`src/rtl/seq_generator_1010_if.sv`:
```
`default_nettype none
// ============================================================================
//  Module      : seq_generator_1010_if
//  Description : Control/status bundle for the serial pattern transmitter.
//  Revision    : 1.0
// ============================================================================
interface seq_generator_1010_if;
    logic       start;
    logic [7:0] repeat_cnt;
    logic [3:0] gap;
    logic       abort;
    logic       x;
    logic       x_valid;
    logic       busy;
    logic       done;

    modport master (
        output start, repeat_cnt, gap, abort,
        input  x, x_valid, busy, done
    );

    modport slave (
        input  start, repeat_cnt, gap, abort,
        output x, x_valid, busy, done
    );
endinterface
`default_nettype wire

```
`src/rtl/seq_generator_1010.sv`:
```
`default_nettype none
// ============================================================================
//  Module      : seq_generator_1010
//  Description : Emits PATTERN MSB-first, repeated with a programmable gap.
//  Revision    : 1.0
// ============================================================================
module seq_generator_1010 #(
    parameter int               PAT_W    = 4,
    parameter logic [PAT_W-1:0] PATTERN  = 4'b1010,
    parameter logic             IDLE_LVL = 1'b0
) (
    input  wire logic clk,
    input  wire logic rst,
    seq_generator_1010_if.slave bus
);
    localparam int               IDX_W    = $clog2(PAT_W);
    localparam logic [IDX_W-1:0] LAST_IDX = IDX_W'(PAT_W - 1);

    localparam logic [1:0] S_IDLE = 2'd0;
    localparam logic [1:0] S_SEND = 2'd1;
    localparam logic [1:0] S_GAP  = 2'd2;
    localparam logic [1:0] S_DONE = 2'd3;

    logic [1:0]       state_q,    state_d;
    logic [3:0]       gap_q,      gap_d;
    logic [IDX_W-1:0] bit_idx_q,  bit_idx_d;
    logic [7:0]       rep_left_q, rep_left_d;
    logic [3:0]       gap_left_q, gap_left_d;
    logic             x_q,        x_d;
    logic             x_valid_q,  x_valid_d;
    logic             busy_q,     busy_d;
    logic             done_q,     done_d;

    always_comb begin
        state_d    = state_q;
        gap_d      = gap_q;
        bit_idx_d  = bit_idx_q;
        rep_left_d = rep_left_q;
        gap_left_d = gap_left_q;

        case (state_q)
            S_IDLE: begin
                if (bus.start && !bus.abort) begin
                    gap_d = bus.gap;
                    if (bus.repeat_cnt == 8'd0) begin
                        state_d = S_DONE;
                    end else begin
                        state_d    = S_SEND;
                        bit_idx_d  = LAST_IDX;
                        rep_left_d = bus.repeat_cnt;
                    end
                end
            end
            S_SEND: begin
                if (bit_idx_q == '0) begin
                    rep_left_d = rep_left_q - 8'd1;
                    bit_idx_d  = LAST_IDX;
                    if (rep_left_q == 8'd1) begin
                        state_d = S_DONE;
                    end else if (gap_q == 4'd0) begin
                        state_d = S_SEND;
                    end else begin
                        state_d    = S_GAP;
                        gap_left_d = gap_q;
                    end
                end else begin
                    bit_idx_d = bit_idx_q - IDX_W'(1);
                end
            end
            S_GAP: begin
                // gap_left counts the current gap cycle, so 1 means last one
                if (gap_left_q <= 4'd1) begin
                    state_d    = S_SEND;
                    bit_idx_d  = LAST_IDX;
                    gap_left_d = 4'd0;
                end else begin
                    gap_left_d = gap_left_q - 4'd1;
                end
            end
            S_DONE: begin
                state_d = S_IDLE;
            end
            default: begin
                state_d = S_IDLE;
            end
        endcase

        if ((state_q != S_IDLE) && bus.abort) begin
            state_d    = S_IDLE;
            bit_idx_d  = '0;
            rep_left_d = 8'd0;
            gap_left_d = 4'd0;
        end

        // Outputs are registered views of the state being entered
        x_d       = (state_d == S_SEND) ? PATTERN[bit_idx_d] : IDLE_LVL;
        x_valid_d = (state_d == S_SEND);
        busy_d    = (state_d != S_IDLE);
        done_d    = (state_d == S_DONE);
    end

    always_ff @(posedge clk or posedge rst) begin
        if (rst) begin
            state_q    <= S_IDLE;
            gap_q      <= 4'd0;
            bit_idx_q  <= '0;
            rep_left_q <= 8'd0;
            gap_left_q <= 4'd0;
            x_q        <= IDLE_LVL;
            x_valid_q  <= 1'b0;
            busy_q     <= 1'b0;
            done_q     <= 1'b0;
        end else begin
            state_q    <= state_d;
            gap_q      <= gap_d;
            bit_idx_q  <= bit_idx_d;
            rep_left_q <= rep_left_d;
            gap_left_q <= gap_left_d;
            x_q        <= x_d;
            x_valid_q  <= x_valid_d;
            busy_q     <= busy_d;
            done_q     <= done_d;
        end
    end

    assign bus.x       = x_q;
    assign bus.x_valid = x_valid_q;
    assign bus.busy    = busy_q;
    assign bus.done    = done_q;
endmodule
`default_nettype wire

```
`src/flat_wrapper.sv`:
```
// flat-port wrapper written by rule: the top's interface ports become plain ports
module seq_generator_1010_flat 
#(
    parameter int               PAT_W    = 4,
    parameter logic [PAT_W-1:0] PATTERN  = 4'b1010,
    parameter logic             IDLE_LVL = 1'b0
)
  (clk, rst, bus_start, bus_repeat_cnt, bus_gap, bus_abort, bus_x, bus_x_valid, bus_busy, bus_done);
  seq_generator_1010_if bus_i ();
  input  wire logic clk;
  input  wire logic rst;
  input wire logic [$bits(bus_i.start)-1:0] bus_start;
  input wire logic [$bits(bus_i.repeat_cnt)-1:0] bus_repeat_cnt;
  input wire logic [$bits(bus_i.gap)-1:0] bus_gap;
  input wire logic [$bits(bus_i.abort)-1:0] bus_abort;
  output wire logic [$bits(bus_i.x)-1:0] bus_x;
  output wire logic [$bits(bus_i.x_valid)-1:0] bus_x_valid;
  output wire logic [$bits(bus_i.busy)-1:0] bus_busy;
  output wire logic [$bits(bus_i.done)-1:0] bus_done;
  assign bus_i.start = bus_start;
  assign bus_i.repeat_cnt = bus_repeat_cnt;
  assign bus_i.gap = bus_gap;
  assign bus_i.abort = bus_abort;
  assign bus_x = bus_i.x;
  assign bus_x_valid = bus_i.x_valid;
  assign bus_busy = bus_i.busy;
  assign bus_done = bus_i.done;
  seq_generator_1010 #(.PAT_W(PAT_W), .PATTERN(PATTERN), .IDLE_LVL(IDLE_LVL)) u_core (.clk(clk), .rst(rst), .bus(bus_i));
endmodule
```
`config.mk`:
```
export PLATFORM = sky130hd
export DESIGN_NAME = seq_generator_1010_flat
export DESIGN_NICKNAME = d
export VERILOG_FILES = /design/src/rtl/seq_generator_1010_if.sv /design/src/rtl/seq_generator_1010.sv /design/src/flat_wrapper.sv
export SDC_FILE = /design/constraint.sdc
export NUM_CORES = 1
export LEC_CHECK = 0
export ABC_AREA = 0
export CAP_MARGIN = 10
export CORE_MARGIN = 2
export CORE_UTILIZATION = 49
export CTS_CLUSTER_DIAMETER = 120
export DETAILED_ROUTE_END_ITERATION = 16
export GPL_TIMING_DRIVEN = 0
export PLACE_DENSITY = 0.75
export SLEW_MARGIN = 20
export SYNTH_ARGS = -nofsm -noshare
export SYNTH_HDL_FRONTEND = slang
export SYNTH_SLANG_ARGS = --single-unit
```
`constraint.sdc`:
```
create_clock -name clk -period 1.6 [get_ports clk]
set_input_delay 0.32 -clock clk [delete_from_list [all_inputs] [get_ports clk]]
set_output_delay 0.32 -clock clk [all_outputs]
set_load 0.1 [all_outputs]
```
After elaboration in Yosys (flattened, before gate mapping)
Cells that the tools add are included.
{ "classes": {"add_sub_neg": 3, "n_lt_le_gt_ge": 2, "n_eq_ne": 11, "mux": 28, "n_reduce_logical": 14} }
{ "ops": {"columns": ["operator", "count"], "rows": [
  ["two-way mux 8 bit", 4],
  ["two-way mux 2 bit", 12],
  ["two-way mux 4 bit", 5],
  ["one-hot mux 8 bit (2 select lines)", 1],
  ["!= test 3 bit (second input constant)", 3],
  ["equality test 8 x 1 -> 1 bit (second input constant)", 1],
  ["zero test 8 bit", 1],
  ["one-hot mux 2 bit (4 select lines)", 1],
  ["one-hot mux 4 bit (2 select lines)", 1],
  ["AND reduction 4 bit", 2],
  ["subtractor 8 x 1 -> 8 bit (second input constant)", 1],
  ["equality test 2 bit (second input constant)", 3],
  ["!= test 3 x 1 -> 1 bit (second input constant)", 2],
  ["one-hot mux 2 bit (3 select lines)", 1],
  ["nonzero test 3 bit", 2],
  ["equality test 2 x 1 -> 1 bit (second input constant)", 2],
  ["<= comparator 4 x 1 -> 1 bit (second input constant)", 1],
  ["zero test 2 bit", 2],
  ["zero test 4 bit", 1],
  ["nonzero test 2 bit", 2],
  ["subtractor 4 x 1 -> 4 bit (second input constant)", 1],
  ["< comparator 2 x 3 -> 1 bit (second input constant)", 1],
  ["binary-select mux 1 bit (select 2 bit)", 1],
  ["logical AND 1 bit", 2],
  ["4 further kinds", 5]
]} }
{ "totals": {"register_bits": 24, "input_bits": 16, "output_inout_bits": 4, "elab_cells": 67} }

Logic depth before layout (Yosys ltp)
{ "depth": {"word_depth": 8, "ltp_mapped": 8, "ltp_nobuf": 7} }

Worst setup path after synthesis
Ideal clock, no wire load.
{ "synth_path": {"kind": "register to register", "from": "register u_core.state_q[0]", "to": "register u_core.rep_left_q[2]", "setup_ns": 0.078, "arrival_ns": 1.681, "t_required_ns": 1.522, "setup_slack_ns": -0.159, "stages_incl_launch_ff": 8, "path_buffers": 1, "synth_period_minus_slack_ns": 1.759, "cell_sequence": "dfrtp_1 > inv_1 > ha_1 > clkbuf_1 > mux2i_1 > a2bb2oi_2 > nand2_1 > o2bb2ai_1"} }
{ "synth_via": {"elab_chain_cells": 4, "word_cells_on_any_way": 11, "cone_classes": "4 x eq/ne; 2 x mux; 5 x reduce/logical"} }
{ "synth_lines": {"columns": ["element", "line", "source"], "rows": [
  ["from (decl)", "seq_generator_1010.sv:24", "logic [1:0] state_q, state_d;"],
  ["from (signal assigned)", "seq_generator_1010.sv:114", "state_q <= state_d;"],
  ["nonzero test 2 bit", "seq_generator_1010.sv:88", "if ((state_q != S_IDLE) && bus.abort) begin"],
  ["logical AND 1 bit", "seq_generator_1010.sv:88", null],
  ["!= test 3 x 1 -> 1 bit (no line) (tied with other cells)", null, null],
  ["AND reduction 4 bit (no line)", null, null],
  ["to (signal assigned)", "seq_generator_1010.sv:117", "rep_left_q <= rep_left_d;"],
  ["to (decl)", "seq_generator_1010.sv:27", "logic [7:0] rep_left_q, rep_left_d;"]
]} }
Several ways; a longest one is shown, not always the timed one.
A chain may end at the register's enable or synchronous reset.

Final worst setup path
{ "layout_path": {"from": "register u_core.gap_left_q[0]", "to": "register u_core.x_q, in the netlist u_core.bus.x"} }
{ "layout_via": {"elab_chain_cells": 7, "word_cells_on_any_way": 11, "cone_classes": "1 x order compare; 1 x eq/ne; 9 x mux"} }
{ "layout_lines": {"columns": ["element", "line", "source"], "rows": [
  ["from (decl)", "seq_generator_1010.sv:28", "logic [3:0] gap_left_q, gap_left_d;"],
  ["from (signal assigned)", "seq_generator_1010.sv:118", "gap_left_q <= gap_left_d;"],
  ["<= comparator 4 x 1 -> 1 bit *", "seq_generator_1010.sv:72", "if (gap_left_q <= 4'd1) begin"],
  ["two-way mux 2 bit", "seq_generator_1010.sv:72", null],
  ["one-hot mux 2 bit (3 select lines)", "seq_generator_1010.sv:41", "case (state_q)"],
  ["two-way mux 2 bit", "seq_generator_1010.sv:88", null],
  ["binary-select mux 1 bit (select 2 bit)", "seq_generator_1010.sv:96", "x_d = (state_d == S_SEND) ? PATTERN[bit_idx_d] : IDLE_LVL;"],
  ["two-way mux 1 bit (not written as such)", "seq_generator_1010.sv:96", null],
  ["two-way mux 1 bit *", "seq_generator_1010.sv:96", null],
  ["via u_core.x_d", "seq_generator_1010.sv:29", "logic x_q, x_d;"],
  ["to (signal assigned)", "seq_generator_1010.sv:109", "x_q <= IDLE_LVL;"],
  ["to (signal assigned)", "seq_generator_1010.sv:119", "x_q <= x_d;"],
  ["to (decl)", "seq_generator_1010.sv:29", null]
]} }
The timed path passes the listed nets; every way through them passes the cells marked *. The select of a mux whose other input is x is not followed.

==> impl_results.html <==
<table>
<tr><th>Metric</th><th>Value</th></tr>
<tr><th colspan="2">Run status</th></tr>
<tr><td>Run status</td><td>complete, but fails checks</td></tr>
<tr><td>Violated checks</td><td>setup timing</td></tr>
<tr><th colspan="2">STA</th></tr>
<tr><td>Clock tree skew after final layout</td><td>around 0.012 ns</td></tr>
<tr><td>Least setup slack across all paths after layout</td><td>-0.214 ns</td></tr>
<tr><td>Clock period minus final worst setup slack</td><td>between 1.5 and 2 ns</td></tr>
<tr><td>Minimum hold slack</td><td>between 0.4 and 0.5 ns</td></tr>
<tr><td>Achievable clock frequency</td><td>551 MHz</td></tr>
<tr><td>Total count of hold-check failures in the final report</td><td>0</td></tr>
<tr><td>Number of pins exceeding their max-slew limit in the final report</td><td>0</td></tr>
<tr><td>Setup TNS Final</td><td>-1.22 ns</td></tr>
<tr><td>Unrepaired setup endpoints after global routing</td><td>yes</td></tr>
<tr><td>Final-report setup violation count</td><td>18</td></tr>
<tr><td>Final clock period utilization by the worst path</td><td>1.13</td></tr>
<tr><td>Worst slew margin</td><td>0.371</td></tr>
<tr><td>Transition time at the pin with the least slew margin</td><td>0.942 ns</td></tr>
<tr><th colspan="2">Finish</th></tr>
<tr><td>N_diodes</td><td>0</td></tr>
<tr><td>Post-synthesis to final-layout area growth</td><td>62.9%</td></tr>
<tr><td>Final net count</td><td>247</td></tr>
<tr><td>Share of the core filled with cells</td><td>0.835</td></tr>
<tr><td>Final design instance area without fill</td><td>around 2500 sq um</td></tr>
<tr><td>Share of final-layout standard cells stronger than drive strength 1</td><td>0.491</td></tr>
<tr><td>Fill cell count</td><td>~170</td></tr>
<tr><th colspan="2">Floorplanning</th></tr>
<tr><td>Chip height</td><td>60.5 um</td></tr>
<tr><td>Overall die width</td><td>60.5 um</td></tr>
<tr><td>Die area</td><td>3660 sq um</td></tr>
<tr><td>Boundary pin count</td><td>20</td></tr>
<tr><td>Area inside the core boundary</td><td>about 3100 sq um</td></tr>
<tr><td>Starting density of the core</td><td>0.513</td></tr>
<tr><td>Std-Cell Rows</td><td>20</td></tr>
<tr><th colspan="2">Global routing</th></tr>
<tr><td>Overall Global Routing Usage</td><td>0.261</td></tr>
<tr><td>Initial antenna violation count</td><td>0</td></tr>
<tr><td>Met2 global-route usage</td><td>0.463</td></tr>
<tr><td>Congestion Overflow GR</td><td>0</td></tr>
<tr><td>M1 GR Usage</td><td>0.318</td></tr>
<tr><td>Largest net degree at the start of global routing</td><td>25</td></tr>
<tr><td>Global-route wire length before repair</td><td>between 7000 and 8000 um</td></tr>
<tr><td>Most congested layer reported by global routing</td><td>met2</td></tr>
<tr><td>Met3 layer usage reported by global route</td><td>0.0384</td></tr>
<tr><td>Number of global-route vias before repair</td><td>between 1,500 and 2,000</td></tr>
<tr><th colspan="2">Yosys</th></tr>
<tr><td>Number of synthesized flops with an enable pin</td><td>0</td></tr>
<tr><td>Portion of the post-synthesis area used by sequential elements</td><td>0.384</td></tr>
<tr><td>Flop and latch count out of synthesis</td><td>24</td></tr>
<tr><td>Mapped Nets</td><td>just under 200</td></tr>
<tr><td>Most used flip-flop cell after synthesis</td><td>dfrtp_1</td></tr>
<tr><td>Library cells used by synthesis</td><td>between 40 and 50</td></tr>
<tr><td>Share of synthesized registers carrying an async set or reset</td><td>1.00</td></tr>
<tr><td>Synth Area per Inst</td><td>slightly above 9 sq um</td></tr>
<tr><td>Cell area after synthesis</td><td>1570 sq um</td></tr>
<tr><td>Cells after synthesis</td><td>between 150 and 200</td></tr>
<tr><td>Number of warning messages in the yosys log</td><td>0</td></tr>
<tr><th colspan="2">Setup path</th></tr>
<tr><td>Cell-by-cell trace of the critical path</td><td>inv_2, ha_4, nor2_4, nor3_4, buf_4, o211ai_1, and3b_4, and3b_1</td></tr>
<tr><td>Category of cells accounting for the largest share of critical-path delay</td><td>simple AND/OR/NAND/NOR gates</td></tr>
<tr><td>Required time at the worst-slack endpoint</td><td>between 1.5 and 2 ns</td></tr>
<tr><td>Maximum fanout along the worst path</td><td>5</td></tr>
<tr><td>Number of buffers and inverters on the critical path</td><td>2</td></tr>
<tr><td>Cell with the largest stage delay on the worst path</td><td>dfrtp_1</td></tr>
<tr><td>Startpoint types</td><td>flop</td></tr>
<tr><td>CP Capture Type</td><td>flop</td></tr>
<tr><td>Crit path arrival time</td><td>about 2.0 ns</td></tr>
<tr><td>Worst stage delay on the critical path</td><td>about 0.47 ns</td></tr>
<tr><td>CP Class</td><td>flop to flop</td></tr>
<tr><th colspan="2">Clocking</th></tr>
<tr><td>CTS clk-pin slew, worst paths</td><td>0.15 ns</td></tr>
<tr><td>Clock Path Buffers</td><td>2</td></tr>
<tr><td>Inserted Clock Buffers</td><td>3</td></tr>
<tr><td>Clock root buffer master</td><td>clkbuf_4</td></tr>
<tr><td>H-tree levels</td><td>1</td></tr>
<tr><td>Total clock sinks</td><td>24</td></tr>
<tr><td>Number of hold buffers added after CTS</td><td>0</td></tr>
<tr><td>Clock latency reported for the late side of the worst-skew pair</td><td>roughly 0.33 ns</td></tr>
<tr><td>TritonCTS clock tree</td><td>built</td></tr>
<tr><th colspan="2">Routing</th></tr>
<tr><td>Final routed wirelength across all metal layers</td><td>between 5000 and 6000 um</td></tr>
<tr><td>DR pass1 iterations</td><td>4</td></tr>
<tr><td>Vias after detailed routing</td><td>~1,600</td></tr>
<tr><td>Final ANT Viol Nets</td><td>0</td></tr>
<tr><td>Via density per instance</td><td>approximately 6.2</td></tr>
<tr><td>Wire length per cell after detailed routing</td><td>slightly above 20 um</td></tr>
<tr><td>DRC</td><td>0</td></tr>
<tr><td>Detailed router's first-iteration violation count</td><td>180</td></tr>
<tr><th colspan="2">Run</th></tr>
<tr><td>Max-cap violations</td><td>0</td></tr>
<tr><th colspan="2">Hold path</th></tr>
<tr><td>HP Class</td><td>input port to flop</td></tr>
<tr><th colspan="2">Placed design</th></tr>
<tr><td>Port Buffer Count</td><td>19</td></tr>
<tr><td>Instance area after placement</td><td>roughly 1900 sq um</td></tr>
<tr><td>Detail Placement HPWL</td><td>approximately 2700 um</td></tr>
<tr><td>RePlAce Congestion</td><td>0.901</td></tr>
</table>
## flip-flops by register name, summed over array words and instances, names as in the netlist
register,count
u_core.bus.x_valid,1
u_core.state_q,2
u_core.rep_left_q,8
u_core.bus.x,1
u_core.bus.done,1
u_core.bit_idx_q,2
u_core.gap_q,4
u_core.gap_left_q,4
u_core.bus.busy,1
## worst reg2reg max path: stages, from the launching register on
cell and delay, ns:
dfrtp_1 0.47, inv_2 0.10, ha_4 0.19, nor2_4 0.11, nor3_4 0.07, buf_4 0.15, o211ai_1 0.18, and3b_4 0.26
and3b_1 0.18
## placed cells by master, fill, tap and decap left out, drive strengths merged, types with 2 or more instances in the layout
| cell | synthesis | final |
|---|---|---|
| nand3b | 2 | 2 |
| mux2 | 4 | 4 |
| a21boi | 2 | 2 |
| nand2b | 5 | 5 |
| clkbuf | 2 | 5 |
| and3b | 2 | 2 |
| clkdlybuf4s15 | 0 | 2 |
| a31oi | 4 | 4 |
| nand2 | 10 | 10 |
| buf | 1 | 31 |
| a211oi | 5 | 5 |
| dlymetal6s2s | 0 | 4 |
| mux2i | 2 | 2 |
| nor4 | 6 | 6 |
| dlygate4sd2 | 0 | 2 |
| clkdlybuf4s50 | 0 | 9 |
| a21oi | 6 | 6 |
| nand3 | 2 | 2 |
| dfrtp | 24 | 24 |
| inv | 16 | 15 |
| ha | 10 | 10 |
| o21ai | 13 | 13 |
| o2bb2ai | 7 | 7 |
| nor3 | 12 | 12 |
| nor2 | 12 | 12 |
| nor2b | 5 | 5 |
| clkdlybuf4s18 | 0 | 2 |
## cells in the mapped netlist (2+ instances only)
master,count,share of area
o21ai_0,12,0.038
a31oi_1,4,0.016
nand2_1,10,0.024
nor4_1,5,0.020
nor2b_1,4,0.016
nand2b_1,5,0.020
nor2_1,12,0.029
nor3_1,11,0.035
ha_1,10,0.080
clkbuf_1,2,0.0048
inv_1,16,0.038
nand3_1,2,0.0064
mux2i_1,2,0.013
a211oi_1,5,0.024
a21oi_1,6,0.019
mux2_2,4,0.029
nand3b_1,2,0.0096
o2bb2ai_1,7,0.039
dfrtp_1,24,0.38
## worst paths after layout
kind,start,endpoint,slack [ns],cells after the start
hold reg to reg,u_core.rep_left_q[3],u_core.rep_left_q[3],0.58,1
setup reg to reg,u_core.gap_left_q[0],u_core.bus.x,-0.21,8
hold / removal,bus_repeat_cnt[2],u_core.rep_left_q[2],0.41,3
min in group asynchronous,rst,u_core.gap_q[3],0.48,2
setup / recovery,u_core.gap_left_q[0],u_core.bus.x,-0.21,8
max in group asynchronous,rst,u_core.state_q[0],0.47,2
## metrics by stage
step,cells,worst slack (ns)
after floorplan,168,0.0125
after global placement,231,-0.687
after detailed placement,231,-0.741
after CTS,254,-0.132
after global routing,264,-0.262
final,264,-0.214
## repair_timing
action                     4_1_cts  5_1_grt
hold endpoints to repair         0        0
cloned                           0        1
resized for setup               55       52
pin swaps                       10       22
setup endpoints to repair       24       22
setup buffers                   19       10
## final cells by class
type	count	area, sq um	share of cell area
inverters	16	68.8	0.0270
repair buffers	48	449	0.176
clock buffers	4	36.3	0.0142
flip-flops and latches	24	606	0.237
plain buffers	3	47.5	0.0186
well taps	44	55.1	0.0216
multi-input cells	125	1290	0.505
## layer usage
layer  share of wire  vias up
met3           0.057       33
met4           0.060        0
li1                -      727
met5               0        -
met1            0.38      798
met2            0.51       88
## cell families (layout without fill, tap and decap cells)
kind of cell	count (synthesis)	in the layout	synth area share
simple gates	58	58	0.208
mux	6	6	0.0416
xor+xnor	1	1	0.00560
compound gates	50	50	0.235
flops	24	24	0.384
buf+inv	19	71	0.0464
fa+ha+maj	10	10	0.0799
Power is left out: the tool's default activity adds up to more than one toggle a clock period on the data nets, which glitch-free logic cannot reach.
